### src/rtl/uart_cmd_parser.sv
// Byte-stream command decoder: 7E/CMD/ARG/CHK frames from the UART receiver drive player controls.
// Optional inter-byte gap timeout is built when CMD_PARSER_TIMEOUT_EN is defined.
`timescale 1ns/1ps
module uart_cmd_parser #(
  parameter int unsigned VOL_MAX        = 31,
  parameter int unsigned VOL_DEFAULT    = 16,
  parameter int unsigned TIMEOUT_CYCLES = 5_000_000
) (
  input  logic       clk,
  input  logic       rst,
  input  logic       rx_over,
  input  logic [7:0] rx_data,
  output logic       play,
  output logic [4:0] volume,
  output logic [7:0] track,
  output logic       next_pulse,
  output logic       prev_pulse,
  output logic       track_load,
  output logic       frame_err,
  output logic [7:0] err_count
);

  localparam logic [7:0] HDR_BYTE  = 8'h7E;
  localparam logic [7:0] OP_PLAY   = 8'h01;
  localparam logic [7:0] OP_PAUSE  = 8'h02;
  localparam logic [7:0] OP_NEXT   = 8'h03;
  localparam logic [7:0] OP_PREV   = 8'h04;
  localparam logic [7:0] OP_VOLUME = 8'h05;
  localparam logic [7:0] OP_TRACK  = 8'h06;
  localparam logic [7:0] VOL_MAX_8 = 8'(VOL_MAX);
  localparam logic [4:0] VOL_MAX_5 = 5'(VOL_MAX);
  localparam logic [4:0] VOL_DEF_5 = 5'(VOL_DEFAULT);

  typedef enum logic [1:0] {
    S_HDR = 2'd0,
    S_CMD = 2'd1,
    S_ARG = 2'd2,
    S_CHK = 2'd3
  } state_t;

  function automatic logic [7:0] sat_inc(input logic [7:0] v);
    return (v == 8'hFF) ? v : v + 8'd1;
  endfunction

  function automatic logic chk_ok(input logic [7:0] cmd, input logic [7:0] arg, input logic [7:0] chk);
    return (chk == (cmd ^ arg));
  endfunction

  logic       sync1_r, sync2_r, sync3_r;
  logic       byte_stb_r;
  logic [7:0] byte_q_r;
  state_t     state_r;
  logic [7:0] cmd_r, arg_r;
  logic       play_r;
  logic [4:0] volume_r;
  logic [7:0] track_r;
  logic       next_pulse_r, prev_pulse_r, track_load_r, frame_err_r;
  logic [7:0] err_count_r;
  logic       timeout_s;

  // Synchronize rx_over, detect its rising edge and capture the byte alongside the strobe.
  always_ff @(posedge clk or posedge rst) begin
    if (rst) begin
      sync1_r    <= 1'b0;
      sync2_r    <= 1'b0;
      sync3_r    <= 1'b0;
      byte_stb_r <= 1'b0;
      byte_q_r   <= 8'h00;
    end else begin
      sync1_r    <= rx_over;
      sync2_r    <= sync1_r;
      sync3_r    <= sync2_r;
      byte_stb_r <= sync2_r & ~sync3_r;
      if (sync2_r & ~sync3_r) begin
        byte_q_r <= rx_data;
      end
    end
  end

`ifdef CMD_PARSER_TIMEOUT_EN
  localparam int unsigned CNT_W = (TIMEOUT_CYCLES > 2) ? $clog2(TIMEOUT_CYCLES) : 1;
  localparam logic [CNT_W-1:0] CNT_LAST = CNT_W'(TIMEOUT_CYCLES - 1);

  logic [CNT_W-1:0] gap_cnt_r;

  // Inter-byte gap counter; idle in S_HDR and restarted by every byte.
  always_ff @(posedge clk or posedge rst) begin
    if (rst) begin
      gap_cnt_r <= '0;
    end else if ((state_r == S_HDR) || byte_stb_r) begin
      gap_cnt_r <= '0;
    end else if (gap_cnt_r != CNT_LAST) begin
      gap_cnt_r <= gap_cnt_r + 1'b1;
    end
  end

  // A strobe in the same cycle takes priority over the timeout.
  assign timeout_s = (state_r != S_HDR) && (gap_cnt_r == CNT_LAST) && !byte_stb_r;
`else
  assign timeout_s = 1'b0;
`endif

  // Frame FSM with registered control outputs and single-cycle strobes.
  always_ff @(posedge clk or posedge rst) begin
    if (rst) begin
      state_r      <= S_HDR;
      cmd_r        <= 8'h00;
      arg_r        <= 8'h00;
      play_r       <= 1'b0;
      volume_r     <= VOL_DEF_5;
      track_r      <= 8'h00;
      next_pulse_r <= 1'b0;
      prev_pulse_r <= 1'b0;
      track_load_r <= 1'b0;
      frame_err_r  <= 1'b0;
      err_count_r  <= 8'h00;
    end else begin
      next_pulse_r <= 1'b0;
      prev_pulse_r <= 1'b0;
      track_load_r <= 1'b0;
      frame_err_r  <= 1'b0;
      if (byte_stb_r) begin
        case (state_r)
          S_HDR: begin
            if (byte_q_r == HDR_BYTE) begin
              state_r <= S_CMD;
            end else begin
              state_r <= S_HDR;
            end
          end
          S_CMD: begin
            cmd_r   <= byte_q_r;
            state_r <= S_ARG;
          end
          S_ARG: begin
            arg_r   <= byte_q_r;
            state_r <= S_CHK;
          end
          S_CHK: begin
            state_r <= S_HDR;
            if (!chk_ok(cmd_r, arg_r, byte_q_r)) begin
              frame_err_r <= 1'b1;
              err_count_r <= sat_inc(err_count_r);
            end else begin
              case (cmd_r)
                OP_PLAY:   play_r       <= 1'b1;
                OP_PAUSE:  play_r       <= 1'b0;
                OP_NEXT:   next_pulse_r <= 1'b1;
                OP_PREV:   prev_pulse_r <= 1'b1;
                OP_VOLUME: volume_r     <= (arg_r > VOL_MAX_8) ? VOL_MAX_5 : arg_r[4:0];
                OP_TRACK: begin
                  track_r      <= arg_r;
                  track_load_r <= 1'b1;
                end
                default: begin
                  frame_err_r <= 1'b1;
                  err_count_r <= sat_inc(err_count_r);
                end
              endcase
            end
          end
          default: state_r <= S_HDR;
        endcase
      end else if (timeout_s) begin
        state_r     <= S_HDR;
        frame_err_r <= 1'b1;
        err_count_r <= sat_inc(err_count_r);
      end
    end
  end

  assign play       = play_r;
  assign volume     = volume_r;
  assign track      = track_r;
  assign next_pulse = next_pulse_r;
  assign prev_pulse = prev_pulse_r;
  assign track_load = track_load_r;
  assign frame_err  = frame_err_r;
  assign err_count  = err_count_r;

endmodule
### config.mk
export PLATFORM = sky130hd
export DESIGN_NAME = uart_cmd_parser
export DESIGN_NICKNAME = d
export VERILOG_FILES = /design/src/rtl/uart_cmd_parser.sv
export SDC_FILE = /design/constraint.sdc
export NUM_CORES = 1
export LEC_CHECK = 0
export CAP_MARGIN = 30
export CELL_PAD_IN_SITES_DETAIL_PLACEMENT = 1
export CELL_PAD_IN_SITES_GLOBAL_PLACEMENT = 1
export CORE_ASPECT_RATIO = 1.5
export CORE_UTILIZATION = 44
export CTS_CLUSTER_DIAMETER = 200
export DETAILED_ROUTE_END_ITERATION = 7
export PLACE_DENSITY = 0.76
export SETUP_SLACK_MARGIN = 0.2
export SYNTH_ARGS = -nofsm -noshare
export SYNTH_HDL_FRONTEND = slang
export SYNTH_SLANG_ARGS = --single-unit
### constraint.sdc
create_clock -name clk -period 2.7 [get_ports clk]
set_input_delay 0.54 -clock clk [delete_from_list [all_inputs] [get_ports clk]]
set_output_delay 0.54 -clock clk [all_outputs]
set_load 0.01 [all_outputs]
# Yosys cells after proc, flatten, opt, wreduce, memory -nomap -nowiden
# Index checks and enable logic that the tools add are counted.
# totals
reg_bits	56
inputBits	11
out_inout_bits	26
wordCells	66
# classes
n_addsub	1
n_lt_le_gt_ge	1
eq_ne	13
muxes	23
bitwise_logic	3
n_reduce_logical	9
# op_table
operator	count
$eq 8x3->1 const B	3
$mux 8	3
$mux 1	17
$eq 8x2->1 const B	2
$reduce_and 4->1	3
$add 8x1->8 const B	1
$eq 8x1->1 const B	1
$eq 8x7->1 const B	1
$eq 8x8->1	1
$eq 8x8->1 const B	1
$gt 8x5->1 const B	1
$pmux 2 s4	1
$xor 8x8->8	1
$reduce_or 6->1	1
$mux 5	1
$eq 2x2->1 const B	2
$reduce_and 2->1	2
$reduce_and 3->1	1
$eq 2x1->1 const B	1
$logic_not 2->1	1
$ne 2x2->1 const B	1
$pmux 1 s2	1
$reduce_bool 2->1	1
$and 1x1->1	1
$not 1->1	1

# Logic depth before layout (Yosys ltp)
# logic_depth
ltp_word	6
ltp_mapped	7
ltp_nobuf	6

# Worst setup path after synthesis
# Ideal clock, no wire load.
# synth_path
path_kind	reg2reg
startpoint	register byte_q_r[5]
endpoint	register track_r[0], in the netlist track[0]
setup_ns	0.125
arrival_ns	1.993
required_time_ns	2.575
setup_slack_ns	0.582
stages_incl_launch_ff	6
path_buffers	0
synth_period_minus_slack_ns	2.118
path_cell_list	dfrtp_1 > xor3_4 > nor4_4 > nand4_2 > nor3_4 > mux2_2
# synth_via
elab_chain_len	2
# synth_lines
item	line	rtl
from (decl)	51	logic [7:0] byte_q_r;
from (signal assigned)	75	byte_q_r <= rx_data;
$eq 8x8->1	46	return (chk == (cmd ^ arg));
$reduce_and 4->1 (no source line)	--	
to (signal assigned)	152	track_r <= arg_r;
to (decl)	56	logic [7:0] track_r;
# No other way between the ends.
# A chain may end at the register's enable or synchronous reset.

# Final worst setup path
# layout_path
startpoint	register byte_q_r[5]
endpoint	register volume_r[1], in the netlist volume[1]
# layout_via
elab_chain_len	2
# layout_lines
item	line	rtl
$eq 8x8->1	46	
$reduce_and 4->1 (no source line)	--	
to (signal assigned)	150	OP_VOLUME: volume_r <= (arg_r > VOL_MAX_8) ? VOL_MAX_5 : arg_r[4:0];
to (decl)	55	logic [4:0] volume_r;
# No other way between the ends.

==> results.toml <==
[layout]
seq_area_um2 = 1403
fin_nets = 238
multiInputGateArea_um2 = 1095
synthToLayoutAreaGrowth_pct = 23.67
final_common_cell = "dfrtp_1"
num_antenna_cells = 0
layout_common_cells = "dfrtp_1, mux2_2, clkdlybuf4s50_1"
num-fill-cells = 531
instances_no_fill = 293
final_layout_size_suffix_gt1_share_pct = 26.46

[logic_synthesis]
synth_seq_area_share_pct = 55.28
syn_inst = 181
ys_seq_elements = 56
synth_area_per_cell_um2 = 14.02
synth_nets = 197
synth.distinct_cells = 37
yosysWarnings = 0
syn_area_um2 = 2537

[worst_setup_path]
crit_chain = "xor3_4, nor4_4, nand4_2, nor2_2, mux2_2"
arrival_ns = 2.53
path_class = "register to register"
endpoint_kind = "register"
critPathMaxFanout = 5
cp_slowest_cell = "xor3_4"
slowest_delay_ns = 0.49
crit_required_ns = 2.90
critPathLaunchType = "register"

[sta]
fin_tns_setup_ns = 0
finalSetupViolCount = 0
period_needed_ns = 2.331
max_freq_mhz = 429.0
min_period_over_period_pct = 86.34
finalHoldViolations = 0
rsz0062_at_grt = "no"
worstMarginPinSlew_ns = 0.6884
relSlewSlack_pct = 53.75
slew_viol_final = 0
skew_ns = 0.004913

[placed_design]
dpl.cell_count = 284
portBuffers = 36
gp_congestion = 0.7655
dp_hpwl_um = 3760

[power_and_ir_drop]
vdd_drop_max_mv = 0.4328
power_density_nw_per_um2 = 635.6
leakagePower_nw = 1.497
finalPower_mw = 1.994

[clock_tree]
clock_path_buffers = 2
cts.clk_slew.worst_paths_ns = 0.09
cts_sinks = 56
cts_resized = 0
cts_buffers = 5
cts_tree = "built"
insertion_delay_ns = 0.31
cts_hold_buffers = 0
htree_levels = 2
cts-root-buf = "clkbuf_8"

[route]
via_per_inst = 5.352
m1WireLength_um = 1957
routed_wl_um = 5041
dr_wl_met2_um = 2879
avgRoutedWirePerCell_um = 17.20
drt-initial-drc-count = 52
top_layer_used = "met4"
vias = 1568
antenna_left = 0
first_pass_iters = 3
drcViolationCount = 0
wl_met3_um = 115

[grt]
grt_pass1_vias = 1727
grt_first_pass_wirelength_um = 8521
grt_remaining_overflow = 0
grt_start_max_net_pins = 32
antenna_found_initial = 0
track_usage_pct = 18.98

[outcome]
outcome = "complete, no violations"

[floorplan]
dieWidth_um = 64.01
core_area_um2 = 5492
io_pins = 37
dieArea_um2 = 6081
rows = 33
initial_utilization_pct = 46.21
die_height_um = 95.01

[run]
maxCapViolCount = 0

[hold_path]
hp-class = "register to register"
==> cell families (layout without fill, tap and decap cells) <==
kind of cell	Yosys count	count (layout)	share of synthesized area, %
AO/OA/AOI/OAI	4	4	1.085
XOR/XNOR	15	15	8.876
adder cells (fa/ha/maj)	5	5	2.465
buffers and inverters	9	51	1.578
flip-flops	56	56	55.28
multiplexers	38	38	16.86
AND/OR/NAND/NOR	54	54	13.86
==> layout make-up <==
class | instances | share of cell area (%)
timing repair buffer | 40 | 13.24
clock inverter | 1 | 0.9569
clock buffer | 7 | 3.070
multi-input combinational | 116 | 34.89
inverter | 3 | 0.3589
sequential | 56 | 44.70
tap | 70 | 2.791
==> flip-flops by register name, summed over array words and instances, names as in the netlist <==
signal and cells:
arg_r 8, byte_q_r 8, cmd_r 8, err_count 8, track 8, volume 5
state_r 2, byte_stb_r 1, frame_err 1, next_pulse 1, play 1, prev_pulse 1
sync1_r 1, sync2_r 1, sync3_r 1, track_load 1
==> path summary, 6_finish.rpt <==
path                                   from   endpoint  slack (ns)  cells after the start
worst max register to register  byte_q_r[5]  volume[1]        0.37                      5
max in group asynchronous               rst  volume[4]        1.48                      3
min in group asynchronous               rst  frame_err        0.60                      2
worst min-delay path                sync1_r    sync2_r        0.37                      0
worst max-delay path            byte_q_r[5]  volume[1]        0.37                      5
worst min register to register      sync1_r    sync2_r        0.37                      0
==> worst max-delay path, delay by kind of cell, from the launching register on <==
| kind | cells | cell delay [ns] |
|---|---|---|
| xor gates and xnor gates | 1 | 0.49 |
| DFF | 1 | 0.44 |
| muxes | 1 | 0.39 |
| and+or+nand+nor | 3 | 0.91 |
==> per-stage QoR <==
step           util [%]  instance area [um^2]  setup slack (ns)  hold slack, ns
6_report          57.14                  3138            0.3689          0.3652
3_3_place_gp      54.48                  2992            0.4109          0.3387
5_1_grt           57.14                  3138            0.2436          0.3801
4_1_cts           56.78                  3118            0.2862          0.3675
2_1_floorplan         -                  2537            0.5823          0.3312
3_5_place_dp      54.48                  2992            0.3159          0.3355
==> synthesized netlist by cell type <==
library cell  count  area share [%]
dfrtp_1          55              54
mux2_2           38              17
xor2_1            9             3.1
nor2_1            8             1.2
nand2_1           7             1.0
nor3_1            6             1.2
ha_1              5             2.5
nand2b_1          5             1.2
xor3_1            5             4.7
nand3_1           4            0.79
nand4_1           4            0.99
clkbuf_1          3            0.44
inv_1             3            0.44
and2_1            2            0.49
nor3b_1           2            0.59
nor4_1            2            0.49
nor4_4            2             1.7
o21ai_0           2            0.39
a2bb2oi_1         1            0.35
and3_1            1            0.25
and4_1            1            0.35
and4_2            1            0.39
buf_2             1            0.20
buf_4             1            0.30
clkbuf_2          1            0.20
dfstp_2           1             1.0
nand3b_1          1            0.30
nand4_2           1            0.49
nor2_2            1            0.25
nor2b_1           1            0.25
nor3_4            1            0.64
nor4b_1           1            0.35
nor4bb_1          1            0.39
o221ai_1          1            0.35
or3_1             1            0.25
or4_1             1            0.30
xor3_4            1             1.1
==> where the power goes <==
part | total (mW) | switching (mW) | leakage (nW) | internal (mW)
Combinational | 0.408 | 0.190 | 0.682 | 0.217
Clock | 0.589 | 0.262 | 0.0645 | 0.327
Sequential | 0.998 | 0.0881 | 0.750 | 0.909
Total | 1.99 | 0.540 | 1.50 | 1.45
==> layer usage <==
metal  global-route usage, %  up-vias
met5                       0        -
met4                   6.818        0
met3                   2.899        9
met2                   36.70       29
met1                   20.46      810
li1                        -      720
==> repair_timing <==
item                                    in CTS  in global routing
setup buffers                                0                  1
endpoints found under the hold margin        0                  0
endpoints found under the setup margin       0                  1
(Power assumes the default switching activity.)
==> RTL edit (same flow settings) <==
Add a define of `CMD_PARSER_TIMEOUT_EN`.
--- a/src/rtl/uart_cmd_parser.sv
+++ b/src/rtl/uart_cmd_parser.sv
@@ -1,6 +1,8 @@
 // Byte-stream command decoder: 7E/CMD/ARG/CHK frames from the UART receiver drive player controls.
 // Optional inter-byte gap timeout is built when CMD_PARSER_TIMEOUT_EN is defined.
 `timescale 1ns/1ps
+`define CMD_PARSER_TIMEOUT_EN
+
 module uart_cmd_parser #(
   parameter int unsigned VOL_MAX        = 31,
   parameter int unsigned VOL_DEFAULT    = 16,
Function: no difference found for any inputs over 10 cycles, from zero or initial values and one cycle with rst high; that may be too few to reach the edited logic, so the function may still have changed.
==> RTL edit against the original RTL <==
  * Worst setup slack improved by 66 ps
  * Core utilization decreased by 1.7 points
  * Design area increased by 48%
  * Wire length increased by 72%
  * Non-clock buffer count increased by 2
  * Synthesized area increased by 49%
  * Sequential cell count increased by 23
  * Total power increased by 68%
  * Largest cell class unchanged
==> RTL edit: results (changes against the original RTL) <==
worst_setup_path:
  cp_max_fo: 5  # unchanged
  cp.arrival_ps: 2490  # -40 ps
  crit_start: "arg_r[5]"
  rrSetupSlack_ps: 430  # +70 ps
grt:
  grt_max_degree: 39  # +22%
  grt_first_pass_wirelength_um: 14500  # +71%
  grt_pass1_vias: 2875  # +66%
finish:
  bufAreaShareNonClock: 0.0902  # -0.0422
  num-nets-final: 373  # +57%
  nClkBuffers: 12  # +5
  multi_input_area_share: 0.379  # +0.0298
  multi_input_cells: 216  # +86%
  drive_gt1_frac: 0.208  # -0.0562
  inverters_excl_clock: 8  # +5
  n_fill_cell: 871  # +64%
  layout.cells.non_filler: 467  # +59%
  seq_cells: 79  # +41%
clock_tree:
  cts_root_buf: "clkbuf_16"
  cts_made_buffers: 9  # +4
  clkLatencyLatePin_ps: 340  # +30 ps
  htree_levels: 3  # +1
  cts.reportedPaths.clkPinSlew_ps: 60  # -30 ps
pwr:
  p_leak_nw: 2.10  # +40%
  p_per_area_nw_per_um2: 725  # +14%
  ir_drop_v: 0.000463  # +7.0%
placed_design:
  hpwlAfterDp_um: 6090  # +62%
  place_area_um2: 4320  # +44%
  gp_congestion: 0.742  # -3.1%
  dp.cells: 452  # +59%
route:
  wl_per_cell_um: 18.6  # +7.9%
  drt_first_pass_iters: 4  # +1
  drt-vias-per-instance: 5.56  # +4.0%
sta:
  skew_ps: 4.87  # -0.0404 ps
  worst_hold_slack_ps: 355  # -10.2 ps
  max-slew-margin-rel: 0.435  # -0.102
synthesis:
  syn_nets: 327  # +66%
  yosysSeqAreaShare: 0.522  # -0.0308
  synth_cells: 310  # +71%
  ys_top_cells_by_count: "dfrtp_1 (78), mux2_2 (39), nor2_1 (20)"
  avgSynthCellArea_um2: 12.2  # -13%
  synthTopCellsByArea: "dfrtp_1 (52%), mux2_2 (12%), xnor3_1 (4.8%), xor2_1 (4.2%), ha_1 (2.0%)"
  synth.distinct_cells: 42  # +14%
run_status:
  outcome: "finished, final reports clean"
worst_hold_path:
  min_to: "sync2_r"
-- RTL edit: cell types whose count changed in the layout (fill, tap and decap cells not counted), sizes merged, moves of 5 or more --
cell    before  now
nand2        7   18
o21ai        2    8
nor4b        1    6
xor3         6    0
dfrtp       55   78
xnor3        0    8
and3         1    8
a21oi        0    9
nor2         9   20
xor2         9   18
nand3        4   11
or3          1    8
clkbuf       7   12
-- RTL edit: power breakdown --
| group | switching, W | leakage [nW] | internal [W] |
|---|---|---|---|
| Combinational | 0.000247 | 0.889 | 0.000353 |
| Sequential | 0.000158 | 1.06 | 0.00129 |
| Clock | 0.000475 | 0.149 | 0.000831 |
-- RTL edit: metal layers --
metal / track usage / routed length (um) / vias to the layer above
li1: - / - / 1209
met1: 0.231 / 3430 / 1324
met2: 0.407 / 4810 / 45
met3: 0.0362 / 214 / 20
met4: 0.104 / 208 / 0
met5: 0 / 0 / -
-- RTL edit: cell families after synthesis --
kind of cell,Yosys count,share of synthesized area
and+or+nand+nor,115,0.187
DFF,79,0.522
AOI/OAI and AO/OA,26,0.0416
buffers and inverters,15,0.0152
xor gates and xnor gates,30,0.0984
adders and majority gates,6,0.0198
muxes,39,0.116
-- RTL edit: worst max-delay path by stage --
| stage | to | slack (ps) | cells after the start |
|---|---|---|---|
| 6_report | volume[1] | 430 | 5 |
| 4_1_cts | err_count[7] | 350 | 8 |
| 5_1_grt | err_count[7] | 250 | 8 |
| 3_5_place_dp | err_count[7] | 370 | 8 |
| 2_1_floorplan | err_count[1] | 530 | 7 |
| 3_3_place_gp | err_count[7] | 480 | 8 |
-- RTL edit: worst max-delay path, stage by stage (launching register included) --
cell and delay, ps:
dfrtp_1 420, xnor3_1 440, nand4_1 230, or3_4 420, nor3_4 260, mux2_2 380
